File: config.mk
export PLATFORM = sky130hd
export DESIGN_NAME = dct_butterfly_sched
export DESIGN_NICKNAME = d
export VERILOG_FILES = /design/src/rtl/dct_pkg.sv /design/src/rtl/dct_butterfly_sched_adder_block.sv /design/src/rtl/dct_butterfly_sched.sv
export SDC_FILE = /design/constraint.sdc
export NUM_CORES = 1
export LEC_CHECK = 0
export CELL_PAD_IN_SITES_DETAIL_PLACEMENT = 1
export CELL_PAD_IN_SITES_GLOBAL_PLACEMENT = 1
export CORE_MARGIN = 1
export CORE_UTILIZATION = 30
export CTS_CLUSTER_SIZE = 16
export DETAILED_ROUTE_END_ITERATION = 12
export PLACE_DENSITY = 0.59
export SYNTH_ARGS = -nofsm -noshare
export SYNTH_HDL_FRONTEND = slang
export SYNTH_SLANG_ARGS = --single-unit
File: constraint.sdc
create_clock -name clk -period 4.8 [get_ports clk]
set_input_delay 0.48 -clock clk [delete_from_list [all_inputs] [get_ports clk]]
set_output_delay 0.48 -clock clk [all_outputs]
set_load 0.005 [all_outputs]
File: src/rtl/dct_pkg.sv
// Shared constants and types for the DCT first-stage butterfly scheduler.
package dct_pkg;

  localparam int unsigned DCT_DATA_W = 16;
  localparam int unsigned DCT_N_PTS  = 8;

  localparam logic OP_ADD = 1'b0;
  localparam logic OP_SUB = 1'b1;

  typedef enum logic {
    ST_LOAD = 1'b0,
    ST_CALC = 1'b1
  } state_t;

endpackage

File: src/rtl/dct_butterfly_sched_adder_block.sv
// Shared add/subtract unit: modulo 2^DATA_W, no saturation, no overflow flag.
module Adder_Block
  import dct_pkg::*;
#(
  parameter int unsigned DATA_W = DCT_DATA_W
) (
  input  logic [DATA_W-1:0] a,
  input  logic [DATA_W-1:0] b,
  input  logic              op,
  output logic [DATA_W-1:0] result
);

  // Select sum or difference of the two operands
  always_comb begin
    if (op == OP_SUB) result = a - b;
    else              result = a + b;
  end

endmodule

File: src/rtl/dct_butterfly_sched.sv
// First butterfly stage of the 8-point DCT: buffers 8 samples, then issues
// 4 sums and 4 differences through one shared adder into a ready/valid stream.
module dct_butterfly_sched
  import dct_pkg::*;
#(
  parameter int unsigned DATA_W = DCT_DATA_W,
  parameter int unsigned N_PTS  = DCT_N_PTS
) (
  input  logic              clk,
  input  logic              rst,
  input  logic              in_valid,
  output logic              in_ready,
  input  logic [DATA_W-1:0] in_data,
  output logic              out_valid,
  input  logic              out_ready,
  output logic [DATA_W-1:0] out_data,
  output logic [2:0]        out_idx,
  output logic              out_last
);

  localparam int unsigned CNT_W = $clog2(N_PTS);
  localparam logic [CNT_W-1:0] CNT_MAX = CNT_W'(N_PTS - 1);

  state_t state;
  state_t state_nx;

  logic [DATA_W-1:0] sample_buf [N_PTS];
  logic [CNT_W-1:0]  ld_cnt;
  logic [CNT_W-1:0]  op_cnt;

  logic              accept;
  logic              issue;
  logic              ld_done;
  logic              calc_done;

  logic [CNT_W-1:0]  a_sel;
  logic [CNT_W-1:0]  b_sel;
  logic              op_sel;
  logic [DATA_W-1:0] opnd_a;
  logic [DATA_W-1:0] opnd_b;
  logic [DATA_W-1:0] alu_result;

  assign accept    = in_valid && in_ready;
  assign issue     = (state == ST_CALC) && (!out_valid || out_ready);
  assign ld_done   = accept && (ld_cnt == CNT_MAX);
  assign calc_done = issue && (op_cnt == CNT_MAX);

  // State register
  always_ff @(posedge clk) begin
    if (rst) state <= ST_LOAD;
    else     state <= state_nx;
  end

  // Next-state: leave LOAD on the 8th accept, leave CALC on the last issue
  always_comb begin
    state_nx = state;
    unique case (state)
      ST_LOAD: if (ld_done)   state_nx = ST_CALC;
      ST_CALC: if (calc_done) state_nx = ST_LOAD;
      default: state_nx = ST_LOAD;
    endcase
  end

  // FSM outputs: only LOAD accepts samples, and never while in reset
  always_comb begin
    in_ready = 1'b0;
    if (!rst && (state == ST_LOAD)) in_ready = 1'b1;
  end

  // Operand select. Both halves pair buf[k] with buf[7-k] (k = op_cnt mod 4):
  // op_cnt-4 and 11-op_cnt reduce to the same low-bit index and its mirror.
  always_comb begin
    a_sel  = {1'b0, op_cnt[CNT_W-2:0]};
    b_sel  = CNT_MAX - a_sel;
    op_sel = op_cnt[CNT_W-1] ? OP_SUB : OP_ADD;
    opnd_a = sample_buf[a_sel];
    opnd_b = sample_buf[b_sel];
  end

  Adder_Block #(
    .DATA_W (DATA_W)
  ) adder_block (
    .a      (opnd_a),
    .b      (opnd_b),
    .op     (op_sel),
    .result (alu_result)
  );

  // Sample buffer; contents are don't-care until rewritten by a new block
  always_ff @(posedge clk) begin
    if (accept) sample_buf[ld_cnt] <= in_data;
  end

  // Load and operation counters
  always_ff @(posedge clk) begin
    if (rst) begin
      ld_cnt <= '0;
      op_cnt <= '0;
    end else begin
      if (ld_done)     ld_cnt <= '0;
      else if (accept) ld_cnt <= ld_cnt + 1'b1;
      if (calc_done)   op_cnt <= '0;
      else if (issue)  op_cnt <= op_cnt + 1'b1;
    end
  end

  // Output register: an issue overwrites in place, otherwise a handshake empties it
  always_ff @(posedge clk) begin
    if (rst) begin
      out_valid <= 1'b0;
      out_data  <= '0;
      out_idx   <= '0;
      out_last  <= 1'b0;
    end else if (issue) begin
      out_valid <= 1'b1;
      out_data  <= alu_result;
      out_idx   <= 3'(op_cnt);
      out_last  <= (op_cnt == CNT_MAX);
    end else if (out_valid && out_ready) begin
      out_valid <= 1'b0;
    end
  end

endmodule

==> flow_metrics.env <==
export IMPL_status="finished with violations"
export IMPL_violations="design-rule violations"
export IMPL_nFillCells=2214
export IMPL_synth_edff_count=128
export IMPL_worstSetupPathType="reg -> reg"
export IMPL_num_vias=3846
export IMPL_synth_nets=483
export IMPL_track_usage=0.135
export IMPL_layout_commonest_cell="edfxtp_1"
export IMPL_cts_clk_slew_worst_paths_ps=60
export IMPL_ys_flop_type="edfxtp_1"
export IMPL_dp_cells=758
export IMPL_rows=54
export IMPL_ys_warn_count=0
export IMPL_finalWeightedCongestion=0.809
export IMPL_place_hpwl_um=10100
export IMPL_ios=42
export IMPL_postCtsHoldBufs=0
export IMPL_fin_crit_ps=4210
export IMPL_n_antenna_cell=0
export IMPL_worst_clock_skew_ps=11.6
export IMPL_grt_busiest_layer="met2"
export IMPL_antenna_found_initial=0
export IMPL_finalNetCount=538
export IMPL_setup_worst_path_end_class="flip-flop"
export IMPL_grtUsageMet1=0.169
export IMPL_drv_slew=0
export IMPL_maxCapViolCount=0
export IMPL_post_cts_buffers=0
export IMPL_die_w_um=152
export IMPL_route_detailed_wl_per_inst_um=18.6
export IMPL_critPathRequiredTime_ps=5140
export IMPL_cts_max_level=4
export IMPL_totalWireLength_um=14700
export IMPL_synth_seq_area_share=0.656
export IMPL_hold_class="reg -> reg"
export IMPL_grt_max_degree=32
export IMPL_design_area_mm2=0.00815
export IMPL_ys_ff_latch=158
export IMPL_ys_types=49
export IMPL_postSynth_asyncResetShare=0
export IMPL_place_area_mm2=0.00755
export IMPL_grtUsageMet2=0.229
export IMPL_pwr_density_cell_mw_per_mm2=362
export IMPL_initial_core_util=0.308
export IMPL_netlist_instances=442
export IMPL_die_h_um=152
export IMPL_max_freq_mhz=237
export IMPL_viasPerCell=4.87
export IMPL_crit_fanout=11
export IMPL_slew_headroom=0.432
export IMPL_hold_viol=0
export IMPL_final_cell_mix="128 x edfxtp_1, 41 x clkdlybuf4s50_1, 39 x a21oi_1"
export IMPL_grt_use_met3=0.0290
export IMPL_clock_sinks=158
export IMPL_firstDrtPassIters=10
export IMPL_syn_area_mm2=0.00677
export IMPL_worstMarginPinSlew_ps=851
export IMPL_finalPower_mw=2.95
export IMPL_peakVddDrop_uv=173
export IMPL_setup_viol=0
export IMPL_drc=5
export IMPL_io_buffers=41
export IMPL_cts_root_buf="clkbuf_16"
export IMPL_grt_first_pass_wirelength_um=23100
export IMPL_drive_above_1_share=0.161
export IMPL_critPathArrivalTime_ps=4550
export IMPL_cts_resized=0
export IMPL_die_area_mm2=0.0232
export IMPL_grt_remaining_overflow=0
export IMPL_total_leakage_power_nw=2.64
export IMPL_setup_tns_ps=0
export IMPL_grt_setup_unrepaired="no"
export IMPL_first_iter_violations=232
export IMPL_hold_slack_ps=456
export IMPL_fin_crit_sh=0.878
export IMPL_max_clock_path_buffers=2
export IMPL_detail_route_antenna_nets=0
export IMPL_areaGrowthSynthToFinish_pct=20.3
export IMPL_synth_area_per_cell_um2=15.3
export IMPL_grt_pass1_vias=4110
export IMPL_cts_tree="yes"
export IMPL_fin_cells=790
export IMPL_coreArea_mm2=0.0220
export IMPL_worst_setup_path_start_kind="flip-flop"
export IMPL_worstSkewPairLatency_ps=420
export IMPL_numCtsBuffers=17
-- state kept, by name, indices dropped and copies added, names as in the netlist, named ones only --
name and cells:
op_cnt 3, out_valid 1, out_idx 3, ld_cnt 3, state 1, out_last 1, sample_buf 128, out_data 16
-- worst max-delay path: stages (launching register included) --
cell and delay [ps]:
dfxtp_1 700, buf_4 360, mux4_1 650, nor3_2 170
or2b_4 300, nor2_1 180, nor2_1 80, xnor2_1 170
ha_1 340, nand4_1 90, a21oi_1 50, o31ai_1 110
nand3_1 160, a41oi_1 280, xnor3_1 270, a211oi_2 210
-- report_power, final --
group | internal [mW] | switching (mW)
logic | 0.0436 | 0.0612
clock network | 0.820 | 0.528
registers | 1.49 | 0.00467
-- layout make-up --
type / instances / area [um^2] / area share
flip-flops and latches: 158 / 4440 / 0.546
multi-input cells: 255 / 2210 / 0.271
clock buffers: 19 / 433 / 0.0531
repair buffers: 54 / 508 / 0.0624
well taps: 280 / 350 / 0.0430
inverters: 11 / 41.3 / 0.00507
clock inverters: 13 / 163 / 0.0200
-- synthesized netlist by cell type (6+ instances only) --
cell type | count | area share
inv_1 | 11 | 0.0061
a21oi_1 | 39 | 0.029
nand2b_1 | 6 | 0.0055
dfxtp_1 | 30 | 0.089
clkbuf_1 | 13 | 0.0072
xnor2_1 | 20 | 0.026
a211oi_1 | 7 | 0.0078
edfxtp_1 | 128 | 0.57
nor3_1 | 9 | 0.0067
mux4_2 | 28 | 0.093
nor2_1 | 37 | 0.021
nand2_1 | 34 | 0.019
ha_1 | 20 | 0.037
-- path summary, 6_finish.rpt --
path | startpoint | to | slack [ps] | cells after the start
hold / removal | out_last$_SDFFE_PP0P_ | out_last$_SDFFE_PP0P_ | 460 | 2
setup reg to reg | op_cnt[0]$_SDFFE_PP0P_ | out_data[15]$_SDFFE_PP0P_ | 590 | 15
hold reg to reg | out_last$_SDFFE_PP0P_ | out_last$_SDFFE_PP0P_ | 460 | 2
setup / recovery | op_cnt[0]$_SDFFE_PP0P_ | out_data[15]$_SDFFE_PP0P_ | 590 | 15
-- through the flow --
step / util / setup slack, ps
2_1_floorplan: - / 1200
3_3_place_gp: 0.344 / 773
3_5_place_dp: 0.344 / 598
4_1_cts: 0.371 / 577
5_1_grt: 0.371 / 290
6_report: 0.371 / 587
-- routing by layer --
layer,part of all wire,wire [um]
met1,0.47,6860
met4,0.0082,120
met5,0,0
met3,0.024,359
met2,0.50,7370
-- cell families (layout without fill, tap and decap cells) --
group	count (synthesis)	count (layout)	synth area share
buffers and inverters	29	97	0.0194
AOI/OAI and AO/OA	70	70	0.0632
muxes	33	33	0.110
xor gates and xnor gates	25	25	0.0344
adders and majority gates	21	21	0.0399
and+or+nand+nor	106	106	0.0767
DFF	158	158	0.656
No activity file was read; power rests on OpenSTA's default activity.
